## config.mk

```make
export PLATFORM = sky130hd
export DESIGN_NAME = seg7_scan_ctrl
export DESIGN_NICKNAME = d
export VERILOG_FILES = /design/src/rtl/seg7_pkg.sv /design/src/rtl/seg7_hex_decode.sv /design/src/rtl/seg7_scan_ctrl.sv
export SDC_FILE = /design/constraint.sdc
export NUM_CORES = 1
export LEC_CHECK = 0
export CELL_PAD_IN_SITES_DETAIL_PLACEMENT = 1
export CELL_PAD_IN_SITES_GLOBAL_PLACEMENT = 1
export CORE_MARGIN = 2
export CORE_UTILIZATION = 45
export CTS_CLUSTER_SIZE = 28
export DETAILED_ROUTE_END_ITERATION = 10
export PLACE_DENSITY = 0.76
export SLEW_MARGIN = 40
export SYNTH_ARGS = -nofsm -noshare
export SYNTH_HDL_FRONTEND = slang
export SYNTH_SLANG_ARGS = --single-unit
```

## constraint.sdc

```tcl
create_clock -name clk -period 5.6 [get_ports clk]
set_input_delay 1.12 -clock clk [delete_from_list [all_inputs] [get_ports clk]]
set_output_delay 1.12 -clock clk [all_outputs]
set_load 0.03 [all_outputs]
```

## src/rtl/seg7_pkg.sv

```systemverilog
// Shared constants for the seven-segment scan controller: glyph patterns and
// segment bit positions. Patterns are active-high with segment a in bit 0.
package seg7_pkg;

    localparam int unsigned SEG_W  = 7;
    localparam int unsigned DP_BIT = 7;

    localparam logic [SEG_W-1:0] SEG_OFF = 7'h00;

    localparam logic [SEG_W-1:0] SEG_GLYPH_0 = 7'h3F;
    localparam logic [SEG_W-1:0] SEG_GLYPH_1 = 7'h06;
    localparam logic [SEG_W-1:0] SEG_GLYPH_2 = 7'h5B;
    localparam logic [SEG_W-1:0] SEG_GLYPH_3 = 7'h4F;
    localparam logic [SEG_W-1:0] SEG_GLYPH_4 = 7'h66;
    localparam logic [SEG_W-1:0] SEG_GLYPH_5 = 7'h6D;
    localparam logic [SEG_W-1:0] SEG_GLYPH_6 = 7'h7D;
    localparam logic [SEG_W-1:0] SEG_GLYPH_7 = 7'h07;
    localparam logic [SEG_W-1:0] SEG_GLYPH_8 = 7'h7F;
    localparam logic [SEG_W-1:0] SEG_GLYPH_9 = 7'h6F;
    localparam logic [SEG_W-1:0] SEG_GLYPH_A = 7'h77;
    localparam logic [SEG_W-1:0] SEG_GLYPH_B = 7'h7C;
    localparam logic [SEG_W-1:0] SEG_GLYPH_C = 7'h39;
    localparam logic [SEG_W-1:0] SEG_GLYPH_D = 7'h5E;
    localparam logic [SEG_W-1:0] SEG_GLYPH_E = 7'h79;
    localparam logic [SEG_W-1:0] SEG_GLYPH_F = 7'h71;

endpackage

```

## src/rtl/seg7_hex_decode.sv

```systemverilog
// Combinational hex nibble to seven-segment glyph (active-high, a = bit 0).
// Polarity is applied by the parent.
module seg7_hex_decode
    import seg7_pkg::*;
(
    input  logic [3:0]       i_nibble,
    output logic [SEG_W-1:0] o_seg
);

    always_comb begin
        o_seg = SEG_OFF;
        case (i_nibble)
            4'h0: o_seg = SEG_GLYPH_0;
            4'h1: o_seg = SEG_GLYPH_1;
            4'h2: o_seg = SEG_GLYPH_2;
            4'h3: o_seg = SEG_GLYPH_3;
            4'h4: o_seg = SEG_GLYPH_4;
            4'h5: o_seg = SEG_GLYPH_5;
            4'h6: o_seg = SEG_GLYPH_6;
            4'h7: o_seg = SEG_GLYPH_7;
            4'h8: o_seg = SEG_GLYPH_8;
            4'h9: o_seg = SEG_GLYPH_9;
            4'hA: o_seg = SEG_GLYPH_A;
            4'hB: o_seg = SEG_GLYPH_B;
            4'hC: o_seg = SEG_GLYPH_C;
            4'hD: o_seg = SEG_GLYPH_D;
            4'hE: o_seg = SEG_GLYPH_E;
            4'hF: o_seg = SEG_GLYPH_F;
            default: o_seg = SEG_OFF;
        endcase
    end

endmodule

```

## src/rtl/seg7_scan_ctrl.sv

```systemverilog
// Time-multiplexed common-anode seven-segment controller with frame-aligned
// shadow loading, blanking, decimal points, leading-zero suppression and PWM.
module seg7_scan_ctrl
    import seg7_pkg::*;
#(
    parameter int unsigned NUM_DIGITS     = 8,
    parameter int unsigned SCAN_DIV       = 100000,
    parameter bit          AN_ACTIVE_LOW  = 1'b1,
    parameter bit          SEG_ACTIVE_LOW = 1'b1
) (
    input  logic                    clk,
    input  logic                    clr,
    input  logic [4*NUM_DIGITS-1:0] value,
    input  logic [NUM_DIGITS-1:0]   dp_mask,
    input  logic [NUM_DIGITS-1:0]   blank_mask,
    input  logic                    lzs_en,
    input  logic [3:0]              bright,
    input  logic                    load,
    output logic [7:0]              SEG,
    output logic [NUM_DIGITS-1:0]   AN,
    output logic                    frame_done,
    output logic                    pending
);

    localparam int unsigned DATA_W   = 4 * NUM_DIGITS;
    localparam int unsigned SLOT_DIV = SCAN_DIV / 16;
    localparam int unsigned SUB_W    = (SLOT_DIV > 1) ? $clog2(SLOT_DIV) : 1;
    localparam int unsigned IDX_W    = (NUM_DIGITS > 1) ? $clog2(NUM_DIGITS) : 1;

    localparam logic [SUB_W-1:0]      SUB_LAST  = SUB_W'(SLOT_DIV - 1);
    localparam logic [IDX_W-1:0]      IDX_LAST  = IDX_W'(NUM_DIGITS - 1);
    localparam logic [NUM_DIGITS-1:0] AN_INACT  = {NUM_DIGITS{AN_ACTIVE_LOW}};
    localparam logic [7:0]            SEG_INACT = {8{SEG_ACTIVE_LOW}};

    generate
        if (NUM_DIGITS < 1 || NUM_DIGITS > 16) begin : g_bad_digits
            $error("seg7_scan_ctrl: NUM_DIGITS must be 1..16");
        end
        if (SCAN_DIV < 16 || (SCAN_DIV % 16) != 0) begin : g_bad_div
            $error("seg7_scan_ctrl: SCAN_DIV must be a multiple of 16, >= 16");
        end
    endgenerate

    // Prescaler held as {phase, sub}: phase is the PWM step within a slot
    logic [SUB_W-1:0]      r_sub;
    logic [3:0]            r_phase;
    logic [IDX_W-1:0]      r_idx;
    logic                  r_frame_done;

    logic [DATA_W-1:0]     r_sh_value;
    logic [NUM_DIGITS-1:0] r_sh_dp;
    logic [NUM_DIGITS-1:0] r_sh_blank;
    logic                  r_pending;

    logic [DATA_W-1:0]     r_act_value;
    logic [NUM_DIGITS-1:0] r_act_dp;
    logic [NUM_DIGITS-1:0] r_act_blank;

    logic [7:0]            r_seg;
    logic [NUM_DIGITS-1:0] r_an;

    logic                  w_sub_wrap;
    logic                  w_slot_end;
    logic                  w_frame_end;
    logic [NUM_DIGITS-1:0] w_supp;
    logic [3:0]            w_nibble;
    logic [SEG_W-1:0]      w_glyph;
    logic                  w_lit;
    logic [NUM_DIGITS-1:0] w_onehot;
    logic [7:0]            w_seg_pos;

    assign w_sub_wrap  = (r_sub == SUB_LAST);
    assign w_slot_end  = w_sub_wrap && (r_phase == 4'hF);
    assign w_frame_end = w_slot_end && (r_idx == IDX_LAST);

    always_ff @(posedge clk or posedge clr) begin
        if (clr) begin
            r_sub        <= '0;
            r_phase      <= '0;
            r_idx        <= '0;
            r_frame_done <= 1'b0;
        end else begin
            r_sub        <= w_sub_wrap ? '0 : r_sub + SUB_W'(1);
            r_frame_done <= w_frame_end;
            if (w_sub_wrap) begin
                r_phase <= r_phase + 4'd1;
            end
            if (w_slot_end) begin
                r_idx <= w_frame_end ? '0 : r_idx + IDX_W'(1);
            end
        end
    end

    // Active set only moves at a frame boundary; a coincident load bypasses shadow
    always_ff @(posedge clk or posedge clr) begin
        if (clr) begin
            r_sh_value  <= '0;
            r_sh_dp     <= '0;
            r_sh_blank  <= '0;
            r_pending   <= 1'b0;
            r_act_value <= '0;
            r_act_dp    <= '0;
            r_act_blank <= '0;
        end else begin
            if (load) begin
                r_sh_value <= value;
                r_sh_dp    <= dp_mask;
                r_sh_blank <= blank_mask;
            end
            if (w_frame_end && load) begin
                r_act_value <= value;
                r_act_dp    <= dp_mask;
                r_act_blank <= blank_mask;
                r_pending   <= 1'b0;
            end else if (load) begin
                r_pending <= 1'b1;
            end else if (w_frame_end && r_pending) begin
                r_act_value <= r_sh_value;
                r_act_dp    <= r_sh_dp;
                r_act_blank <= r_sh_blank;
                r_pending   <= 1'b0;
            end
        end
    end

    // Digit i>0 is suppressed when it and every higher nibble are zero
    always_comb begin
        logic zero_run;
        w_supp   = '0;
        zero_run = 1'b1;
        for (int i = int'(NUM_DIGITS) - 1; i > 0; i--) begin
            zero_run  = zero_run && (r_act_value[4*i +: 4] == 4'h0);
            w_supp[i] = lzs_en && zero_run;
        end
    end

    assign w_nibble = 4'(r_act_value >> {r_idx, 2'b00});
    assign w_onehot = NUM_DIGITS'(1) << r_idx;
    assign w_lit    = !r_act_blank[r_idx] && !w_supp[r_idx] && (r_phase <= bright);

    seg7_hex_decode u_hex_decode (
        .i_nibble (w_nibble),
        .o_seg    (w_glyph)
    );

    always_comb begin
        w_seg_pos         = {1'b0, w_glyph};
        w_seg_pos[DP_BIT] = r_act_dp[r_idx];
    end

    always_ff @(posedge clk or posedge clr) begin
        if (clr) begin
            r_an  <= AN_INACT;
            r_seg <= SEG_INACT;
        end else if (w_lit) begin
            r_an  <= w_onehot ^ AN_INACT;
            r_seg <= w_seg_pos ^ SEG_INACT;
        end else begin
            r_an  <= AN_INACT;
            r_seg <= {1'b0, SEG_OFF} ^ SEG_INACT;
        end
    end

    assign SEG        = r_seg;
    assign AN         = r_an;
    assign frame_done = r_frame_done;
    assign pending    = r_pending;

endmodule

```

# Yosys cells after proc, flatten, opt, wreduce, memory -nomap -nowiden
# Memory sizes are Yosys's and may differ from the RTL's.
# Index checks and enable logic that the tools add are counted.
# classes
bitwise_logic,2
mux,22
n_eq_ne,4
shifts,2
n_addsub,3
n_lt_le_gt_ge,2
reduce_logical,31
# op_table
cell,n
32-bit 2-to-1 mux,3
8-bit 2-to-1 mux,8
32-bit by 5-bit >> shifter with 4-bit output,1
4-bit logical NOT,7
1-bit logical AND,19
8-bit NOT,2
13-bit by 1-bit adder with 13-bit output (second input constant),1
13-bit equality test (second input constant),1
13-bit 2-to-1 mux,1
1-bit binary-select mux with 3-bit select,3
1-bit by 3-bit << shifter with 8-bit output (first input constant),1
1-bit 2-to-1 mux,6
4-bit by 1-bit adder with 4-bit output (second input constant),1
4-bit equality test (second input constant),1
4-bit <= comparator,1
3-bit by 4-bit less-than comparator with 1-bit output (second input constant),1
3-bit by 1-bit adder with 3-bit output (second input constant),1
3-bit equality test (second input constant),1
3-bit 2-to-1 mux,1
3-bit nonzero test,1
1-bit logical NOT,2
2-bit by 1-bit inequality test with 1-bit output (second input constant),1
2-bit AND reduction,1
2-bit nonzero test,1
# word_totals
reg_bits,134
input_bits,56
output_inout_bits,18
mem_bits_ro,112
n_memories,1
# memory_table
name,words,width,read_ports,rd_ports_with_merged_regs,wr,line_no,source
(no name shown),16,7,1,0,0,seg7_hex_decode.sv:12,case (i_nibble)

# Depth between registers and ports, before layout
# logic_depth
ltp_word,14
ltp_mapped,10
depth_no_buf,8

# By module
# Synthesis repeated with hierarchy kept, for this count alone.
# unflattened
cells_unflattened,430
hier_area_um2,5970.7
# by_module_without_submodules
module,n_inst,area_per_inst_um2,seq_area_each_um2,cells_each
seg7_scan_ctrl,1,5683.0,3373.2,397
seg7_hex_decode,1,287.8,0.0,33

# Least setup slack after synthesis
# No wires, ideal clock.
# synth_path
path_kind,in2reg
startpoint,input port bright[3]
endpoint,"register r_an[4], in the netlist AN[4]"
setup_time_ns,0.089
arrival_ns,2.438
required_ns,5.511
path_slack_ns,3.074
path_stages,8
path_buffers,1
cell_sequence,inv_1 -> ha_1 -> a21oi_1 -> o21ai_0 -> o2bb2ai_1 -> a31oi_1 -> buf_2 -> nand3_1
# synth_via
elab_chain_cells,3
# synth_rtl
element,line_no,source
start: declaration,seg7_scan_ctrl.sv:17,"input logic [3:0] bright,"
4-bit <= comparator,seg7_scan_ctrl.sv:139,assign w_lit = !r_act_blank[r_idx] && !w_supp[r_idx] && (r_phase <= bright);
1-bit logical AND,seg7_scan_ctrl.sv:139,
8-bit 2-to-1 mux,seg7_scan_ctrl.sv:155,end else if (w_lit) begin
end signal: assignment,seg7_scan_ctrl.sv:156,r_an <= w_onehot ^ AN_INACT;
end: declaration,seg7_scan_ctrl.sv:60,logic [NUM_DIGITS-1:0] r_an;
# No other way between the ends.
# A chain may end at the register's enable or synchronous reset.

# Worst setup path in the final report
# layout_path
startpoint,register r_sub[8]
endpoint,register r_act_blank[5]
# layout_via
elab_chain_cells,6
elab_cells_between_ends,9
# layout_rtl
element,line_no,source
start: declaration,seg7_scan_ctrl.sv:45,logic [SUB_W-1:0] r_sub;
start signal: assignment,seg7_scan_ctrl.sv:83,r_sub <= w_sub_wrap ? '0 : r_sub + SUB_W'(1);
13-bit equality test (*),seg7_scan_ctrl.sv:72,assign w_sub_wrap = (r_sub == SUB_LAST);
1-bit logical AND (*),seg7_scan_ctrl.sv:73,assign w_slot_end = w_sub_wrap && (r_phase == 4'hF);
1-bit logical AND (*),seg7_scan_ctrl.sv:74,assign w_frame_end = w_slot_end && (r_idx == IDX_LAST);
1-bit logical AND (on tied branches),"seg7_scan_ctrl.sv:110, seg7_scan_ctrl.sv:117",
2-bit by 1-bit inequality test with 1-bit output (no source line) / 2-bit nonzero test (equally long branches),n/a,
2-bit AND reduction (no source line),n/a,
end signal: assignment,seg7_scan_ctrl.sv:113,r_act_blank <= blank_mask;
end signal: assignment,seg7_scan_ctrl.sv:120,r_act_blank <= r_sh_blank;
end: declaration,seg7_scan_ctrl.sv:57,logic [NUM_DIGITS-1:0] r_act_blank;
# Mark *: on every way between the ends. The rest lies on a longest branch, timed or not.

==> results.sh <==
export IMPL_synth_xor_area_share_pct=1.959
export IMPL_initial_core_util_pct=45.63
export IMPL_numPortBuffers=73
export IMPL_synth_seq_area_share_pct=53.89
export IMPL_routedWlPerCell_um=21.30
export IMPL_io_pins=74
export IMPL_critPathTopFamily="simple AND/OR/NAND/NOR gates"
export IMPL_drtIter0Drc=262
export IMPL_yosys_warnings=0
export IMPL_cts_tree="built"
export IMPL_path_class="reg2reg"
export IMPL_cts_resized=0
export IMPL_hp_class="reg2reg"
export IMPL_cp_required_ns=5.87
export IMPL_clk_latency_ns=0.43
export IMPL_final_common_cell="dfrtp_1"
export IMPL_finClkSkew_ns=0.006181
export IMPL_num_rows=43
export IMPL_fmax_mhz=305.7
export IMPL_die_w_um=121.9
export IMPL_gp_congestion=0.8428
export IMPL_setup_viol=0
export IMPL_layout_drive_gt1_share_pct=19.81
export IMPL_critPathArrivalTime_ns=3.55
export IMPL_multi_input_area_um2=2653
export IMPL_synth_compound_area_share_pct=14.71
export IMPL_powerDensity_nw_per_um2=290.6
export IMPL_clk_path_buf_depth=2
export IMPL_avgSynthCellArea_um2=11.55
export IMPL_grt_total_usage_pct=24.71
export IMPL_ctsHtreeMaxLevel=4
export IMPL_max_slew_margin_pct=51.76
export IMPL_setup_tns_ns=0
export IMPL_gr_total_overflow=0
export IMPL_cts_root_buf="clkbuf_16"
export IMPL_post_route_drc_count=0
export IMPL_antenna_found_initial=0
export IMPL_maxCapViolations=0
export IMPL_die_area_um2=14870
export IMPL_min_period_over_period_pct=58.41
export IMPL_die_h_um=121.9
export IMPL_first_pass_iters=4
export IMPL_startpoint_type="register"
export IMPL_cts_buffers_inserted=17
export IMPL_grt_pass1_wl_mm=27.77
export IMPL_critPathMaxFanout=37
export IMPL_placed_area_um2=7094
export IMPL_rsz0062_at_grt="no"
export IMPL_leakage_nw=3.333
export IMPL_netlist_area_um2=6260
export IMPL_syn_nets=616
export IMPL_synthCells=542
export IMPL_clkSlewWorstSetupHoldPaths_ns=0.06
export IMPL_end_kind="register"
export IMPL_fillers=1459
export IMPL_cpPeakStageDelay_ns=0.71
export IMPL_final_cell_mix="117 x dfrtp_1, 85 x o22ai_1, 72 x clkdlybuf4s50_1, 47 x mux2_2, 47 x a21oi_1"
export IMPL_grt_pass1_vias=5194
export IMPL_synth_area_mux_share_pct=14.29
export IMPL_syn_to_final_growth_pct=22.33
export IMPL_grt_max_degree=50
export IMPL_vias_per_cell=6.020
export IMPL_antenna_cells=0
export IMPL_hpwl_mm=10.97
export IMPL_wl_mm=16.96
export IMPL_fin_area_um2=7657
export IMPL_vias=4792
export IMPL_synth_distinct_cells=42
export IMPL_synth_top_family_by_area="compound AO/OA/AOI/OAI gates"
export IMPL_final_nets=677
export IMPL_layout_min_cycle_time_ns=3.271
export IMPL_worst_path_buf_inv=1
export IMPL_regArea_um2=3374
export IMPL_drtAntennaViolNets=0
export IMPL_status="finished clean"
export IMPL_final_hold_viol_count=0
export IMPL_core_area_um2=13720
export IMPL_slowest_stage="and4_2"
export IMPL_whs_ns=0.5077
export IMPL_ir_drop_mv=0.1981
export IMPL_synthAdderAreaFrac_pct=3.598
export IMPL_synthSimpleGateAreaFrac_pct=7.595
export IMPL_post_cts_setup_buffers=0
export IMPL_ctsHoldBuffers=0
export IMPL_slew_violations=0
export IMPL_cts_sinks=134
export IMPL_path_cells="or4b_4, nor3_4, and4_2, nand2_1, buf_4, o22ai_1, a21oi_1"
export IMPL_synth_seq_cells=134
export IMPL_worst_pin_slew_ns=0.7236
report_power, final:
group          leakage [nW]  internal (W)  switching, W  total, W
clock network         0.273      0.000638      0.000419   0.00106
logic                  1.38     0.0000747     0.0000651  0.000140
registers              1.68       0.00101     0.0000204   0.00103
total                  3.33       0.00172      0.000505   0.00223
stage by stage:
stage               utilization (%)  total power (W)  setup slack (ns)  instances
floorplan                         -         0.001109            0.9237        542
global placement              51.68         0.001176             2.387        764
detailed placement            51.71         0.001184             2.208        764
CTS                           55.74         0.002242             2.161        796
global route                  55.81         0.002297             2.099        796
finish                        55.81         0.002225             2.329        796
per-layer routing:
layer,vias to the layer above,track usage [%],part of all wire [%]
met4,0,10.13,2.2
li1,2146,-,-
met5,-,0,0
met1,2504,31.40,42
met2,115,41.79,52
met3,27,4.494,3.9
cell type report:
type	count	share of cell area (%)
clock buffer	22	6.193
sequential	134	44.07
tap	180	2.941
inverter	17	0.8660
multi-input combinational	352	34.64
timing repair buffer	81	10.26
clock inverter	10	1.029
path summary, 6_finish.rpt:
check	startpoint	end	slack, ns	cells past startpoint
max reg2reg	r_sub[8]	r_act_blank[5]	2.33	7
max in group asynchronous	clr	r_act_value[9]	3.41	3
min	r_sub[7]	r_sub[7]	0.51	1
min in group asynchronous	clr	r_idx[0]	1.14	2
max	r_sub[8]	r_act_blank[5]	2.33	7
min reg2reg	r_sub[7]	r_sub[7]	0.51	1
cell families (layout without fill, tap and decap cells):
logic type / after synthesis / count (layout)
adders and majority gates: 18 / 18
DFF: 134 / 134
xor gates and xnor gates: 14 / 14
buffers and inverters: 56 / 130
and+or+nand+nor: 95 / 95
AOI/OAI and AO/OA: 157 / 157
muxes: 68 / 68
registers in the layout (all words and copies together) (netlist names):
name and count:
AN 8, pending 1, r_idx 3, frame_done 1
r_sh_value 32, r_act_value 32, r_act_dp 8, r_act_blank 8
r_sub 13, r_sh_dp 8, r_sh_blank 8, SEG 8
r_phase 4
synthesized netlist by cell type, drive strengths merged:
library cell	instances	area [um^2]
dfrtp	118	2953
o22ai	85	531.8
mux2	51	574.3
a21oi	47	235.2
nand2	27	103.9
nor2	25	93.84
buf	22	120.1
ha	18	225.2
clkbuf	17	63.81
dfstp	16	420.4
inv	15	56.30
nand3	14	70.07
o21ai	13	65.06
mux4	12	270.3
xnor2	9	78.83
nor4	7	43.79
mux2i	5	50.05
nand4	5	31.28
xor2	5	43.79
a31oi	4	25.02
nor3	4	31.28
o211ai	4	30.03
and3	3	18.77
and2	2	12.51
clkinv	2	7.510
o221ai	2	17.52
or2	2	12.52
and4	1	8.760
nand3b	1	7.510
nand4b	1	8.760
nand4bb	1	11.26
nor3b	1	7.510
o2bb2ai	1	8.760
o31ai	1	7.510
or4b	1	13.76
Note: power is estimated with default switching activity, not from simulation.
==> variant 1: new RTL, same flow settings <==
The parameter `NUM_DIGITS` goes from 8 to 4.
--- a/src/rtl/seg7_scan_ctrl.sv
+++ b/src/rtl/seg7_scan_ctrl.sv
@@ -5,3 +5,3 @@
 #(
-    parameter int unsigned NUM_DIGITS     = 8,
+    parameter int unsigned NUM_DIGITS     = 4,
     parameter int unsigned SCAN_DIV       = 100000,
Ports: changed (resized AN, blank_mask, dp_mask and value); port bits go from 74 to 46. No check against the original RTL was run, so the function may have changed too.
==> variant 1 against the original RTL <==
First-iteration DRC count is 78% lower. Hold slack got worse by 0.014 ns. Power fell by 50%. Sequential cell count shrank 53. Synthesized area shrank 36%. Non-clock buffer count decreased by 33. Setup slack improved by 0.038 ns. Wire length shrank 52%. Final area shrank 38%. Clock power down 59%. Critical endpoint is now r_act_value[5]. Largest cell class unchanged. Largest power group is now sequential cells. Highest routed layer unchanged.
==> variant 1: results (changes against the original RTL) <==
Status
  • Status: finished clean (unchanged)

Finish
  • Core Util, Final: 54.3% (was 55.8%)
  • Filler Cell Count: 940 (was 1,459)
  • Non-Clock Buffer Count: 48 (was 81)
  • Share of cells above drive strength 1: 19.8% (about the same)
  • Clock buf/inv share: 4.14% (was 7.22%)
  • Seq area share: 43.4% (was 44.1%)
  • Multi-input logic portion of the cell area: 38.0% (was 34.6%)
  • Top Registers: r_act_value x16, r_sh_value x16, r_sub x13 (was r_act_value x32, r_sh_value x32, r_sub x13)
  • Multi-input comb cells: 217 (was 352)
  • Non-clk invs: 21 (was 17)

Placement
  • Dpl cell area: 4510 µm² (was 7090 µm²)
  • Cell Count Post-Placement: 474 (was 764)

Critical path
  • Slowest stage cell, crit path: clkinv_1 (was and4_2)
  • CP top delay family: buffers and inverters (was simple AND/OR/NAND/NOR gates)
  • Crit-path max FO: 15 (was 37)
  • Reg2Reg Capture Point: r_act_value[5] (was r_act_blank[5])

Routing
  • Routed length on met1: 3880 µm (was 7050 µm)
  • Initial drt markers: 57 (was 262)
  • DR vias: 2,643 (was 4,792)
  • Drt via density: 5.38 (was 6.02)
  • DRT Wirelength: 8070 µm (was 17,000 µm)

Global route
  • Largest net degree at the start of global routing: 52 (was 50)
  • GRT met2 Usage: 27.9% (was 41.8%)
  • First-pass GRT wire length: 13,800 µm (was 27,800 µm)
  • Total GRT Usage: 18.0% (was 24.7%)

Timing
  • Hold slack: 0.494 ns (was 0.508 ns)
  • Measured slew at the worst slew-check pin: 0.725 ns (was 0.724 ns)
  • Layout Skew: 0.0114 ns (was 0.00618 ns)

Power and ir drop
  • VDD IR-drop max: 156 µV (was 198 µV)
  • Leak: 0.00212 µW (was 0.00333 µW)

Clock tree
  • # clock sinks: 81 (was 134)
  • Clk Latency, worst-skew pair: 0.37 ns (was 0.43 ns)
  • H-Tree Depth: 3 (was 4)

Synth
  • Library cells used by synthesis: 47 (was 42)
  • Synth Area in XOR/XNOR: 3.27% (was 1.96%)
  • Synth cell count leaders: dfrtp_1, mux2_2, inv_1, nor2_1, nand2b_1 (was dfrtp_1, o22ai_1, a21oi_1, mux2_2, nand2_1)
  • Mapped Cells: 337 (was 542)
  • Compound-cell area share of the yosys netlist: 6.32% (was 14.7%)
[variant 1: changes by cell type after synthesis, moves of 7 or more]
cell | unedited run | this run
nand2_1 | 26 | 9
a21oi_1 | 47 | 10
dfrtp_1 | 118 | 69
mux2_2 | 47 | 32
nand2b_1 | 0 | 18
nand4_1 | 5 | 14
buf_2 | 18 | 5
clkbuf_1 | 17 | 7
mux4_2 | 12 | 4
o21ai_0 | 13 | 6
nand3_1 | 14 | 7
o22ai_1 | 85 | 7
[variant 1: how the worst min path moves through the flow]
stage	startpoint	end	cells after the start
2_1_floorplan	r_sub[7]	r_sub[7]	1
3_3_place_gp	r_sh_dp[3]	r_sh_dp[3]	1
3_5_place_dp	r_sh_dp[1]	r_sh_dp[1]	1
4_1_cts	r_sh_dp[1]	r_sh_dp[1]	1
5_1_grt	r_sub[7]	r_sub[7]	1
6_report	r_sh_dp[1]	r_sh_dp[1]	1
[variant 1: power by group]
group	internal (µW)	switching, µW
Combinational	41.8	37.0
Sequential	604	5.40
Clock	208	227
==> variant 2: new RTL, config.mk and constraints unchanged <==
Without the edit above. Register the inputs `value`, `dp_mask`, `blank_mask`, `lzs_en`, `bright` and `load` before use. The logic sees them one clock later.
--- a/src/rtl/seg7_scan_ctrl.sv
+++ b/src/rtl/seg7_scan_ctrl.sv
@@ -33,2 +33,18 @@
     localparam logic [7:0]            SEG_INACT = {8{SEG_ACTIVE_LOW}};
+
+    logic [4*NUM_DIGITS-1:0] value_q;
+    logic [NUM_DIGITS-1:0] dp_mask_q;
+    logic [NUM_DIGITS-1:0] blank_mask_q;
+    logic lzs_en_q;
+    logic [3:0] bright_q;
+    logic load_q;
+
+    always_ff @(posedge clk) begin
+        value_q      <= value;
+        dp_mask_q    <= dp_mask;
+        blank_mask_q <= blank_mask;
+        lzs_en_q     <= lzs_en;
+        bright_q     <= bright;
+        load_q       <= load;
+    end
 
@@ -104,13 +120,13 @@
         end else begin
-            if (load) begin
-                r_sh_value <= value;
-                r_sh_dp    <= dp_mask;
-                r_sh_blank <= blank_mask;
+            if (load_q) begin
+                r_sh_value <= value_q;
+                r_sh_dp    <= dp_mask_q;
+                r_sh_blank <= blank_mask_q;
             end
-            if (w_frame_end && load) begin
-                r_act_value <= value;
-                r_act_dp    <= dp_mask;
-                r_act_blank <= blank_mask;
+            if (w_frame_end && load_q) begin
+                r_act_value <= value_q;
+                r_act_dp    <= dp_mask_q;
+                r_act_blank <= blank_mask_q;
                 r_pending   <= 1'b0;
-            end else if (load) begin
+            end else if (load_q) begin
                 r_pending <= 1'b1;
@@ -132,3 +148,3 @@
             zero_run  = zero_run && (r_act_value[4*i +: 4] == 4'h0);
-            w_supp[i] = lzs_en && zero_run;
+            w_supp[i] = lzs_en_q && zero_run;
         end
@@ -138,3 +154,3 @@
     assign w_onehot = NUM_DIGITS'(1) << r_idx;
-    assign w_lit    = !r_act_blank[r_idx] && !w_supp[r_idx] && (r_phase <= bright);
+    assign w_lit    = !r_act_blank[r_idx] && !w_supp[r_idx] && (r_phase <= bright_q);
 
Function: changed (a bounded check fails within 4 cycles, from zero or initial values).
==> variant 2 against the original RTL <==
Sequential cell count increased by 54. Critical path type unchanged. Critical endpoint is now r_act_dp[7]. Synthesized area increased by 18%. Sequential power increased by 40%. Power increased by 23%. Wire length increased by 0.89%. Final area increased by 16%. Setup slack improved by 0.075 ns. Non-clock buffer count unchanged.
==> variant 2: results (changes against the original RTL) <==
Power and ir drop
  • VDD IR-drop max: 213 µV (was 198 µV)
  • Leak: 0.00381 µW (was 0.00333 µW)

Global route
  • Vias in the first global route: 5,558 (was 5,194)
  • Total GRT Usage: 20.6% (was 24.7%)
  • First-pass GRT wire length: 28,500 µm (was 27,800 µm)
  • Largest net degree at the start of global routing: 99 (was 50)

Timing
  • Tmin final: 3.20 ns (was 3.27 ns)
  • Layout Skew: 0.00998 ns (was 0.00618 ns)
  • Relative slew margins: 44.9% (was 51.8%)

Placement
  • Pre-CTS setup slack: 1.93 ns (was 2.21 ns)
  • Port bufs: 73 (unchanged)
  • Dpl cell area: 8300 µm² (was 7090 µm²)
  • RePlAce Congestion: 0.791 (was 0.843)
  • HPWL after DPL: 11,400 µm (was 11,000 µm)

Critical path
  • Crit path arrival time: 3.53 ns (was 3.55 ns)
  • Crit-path max FO: 46 (was 37)

Synth
  • Area contributors post-synth: dfrtp_1, dfxtp_1, dfstp_2 (was dfrtp_1, o22ai_1, mux2_2)
  • Syn Nets: 721 (was 616)
  • Asr flop ratio synth: 71.3% (was 100%)
  • Seq/Total Area, Yosys: 60.1% (was 53.9%)
  • Library cells used by synthesis: 49 (was 42)
  • Synth cell count leaders: dfrtp_1, nand2_1, dfxtp_1, o21ai_0, inv_1 (was dfrtp_1, o22ai_1, a21oi_1, mux2_2, nand2_1)

Finish
  • Share of cells above drive strength 1: 14.6% (was 19.8%)
  • Top Registers: r_act_value x32, r_sh_value x32, value_q x32 (was r_act_value x32, r_sh_value x32, r_sub x13)
  • Register area: 4460 µm² (was 3370 µm²)
  • # nets final: 782 (was 677)
  • Filler Cell Count: 1,695 (was 1,459)

Routing
  • Drt via density: 5.47 (was 6.02)
  • Initial drt markers: 246 (was 262)
  • Per-cell routed wire length: 18.3 µm (was 21.3 µm)

Clock tree
  • Clk Latency, worst-skew pair: 0.43 ns (about the same)
  • Post-CTS Setup Bufs: 0 (unchanged)

Status
  • Status: finished clean (unchanged)
-- variant 2: changes by cell type after synthesis, sizes merged, moves of 25 or more --
cell / delta
a21oi: -41
dfxtp: +54
mux2: -25
nand2: +74
o21ai: +46
o22ai: -84
-- variant 2: stage by stage --
stage | power (µW) | instances | hold slack [ns]
3_3_place_gp | 1590 | 904 | 0.469
6_report | 2730 | 937 | 0.475
2_1_floorplan | 1530 | 647 | 0.427
4_1_cts | 2760 | 936 | 0.486
3_5_place_dp | 1600 | 904 | 0.476
5_1_grt | 2840 | 937 | 0.517
-- variant 2: kinds of logic (layout without fill, tap and decap cells) --
family	Yosys count	after routing	share of synthesized area [%]
AOI/OAI and AO/OA	149	149	13.3
xor gates and xnor gates	13	13	1.54
adders and majority gates	18	18	3.04
buffers and inverters	77	151	4.29
DFF	188	188	60.1
muxes	42	42	7.81
and+or+nand+nor	160	160	9.85
-- variant 2: power by group --
part           internal [µW]  switching (µW)
registers               1410            28.7
clock network            636             517
logic                   69.2            70.4
-- variant 2: path summary, 6_finish.rpt --
| kind | start | endpoint | cells past startpoint |
|---|---|---|---|
| setup / recovery | r_sub[1] | r_act_dp[7] | 10 |
| hold / removal | dp_mask_q[3] | r_sh_dp[3] | 2 |
| setup reg to reg | r_sub[1] | r_act_dp[7] | 10 |
| hold reg to reg | dp_mask_q[3] | r_sh_dp[3] | 2 |
| max in group asynchronous | clr | r_sh_dp[6] | 3 |
| min in group asynchronous | clr | r_sh_value[13] | 2 |
-- variant 2: worst max-delay path, stage by stage, from the launching register on --
cell	delay (ns)
dfrtp_1	0.42
inv_1	0.07
ha_1	0.14
or4bb_1	0.45
nor4_4	0.38
buf_4	0.25
and4_1	0.30
nand2_4	0.30
inv_2	0.47
a32oi_1	0.19
o211ai_1	0.13
-- variant 2: metal layers --
layer	wire length [µm]	vias to the layer above	GRT usage, %
li1	-	2407	-
met1	7130	2597	25.0
met2	9080	103	36.5
met3	699	17	4.69
met4	200	0	6.69
met5	0	-	0
-- variant 2: area by class of cell --
class,instances,share of cell area (%)
tap,216,3.04
clock buffer,23,5.60
sequential,188,50.1
inverter,38,1.63
clock inverter,9,0.859
multi-input combinational,382,29.8
timing repair buffer,81,8.94
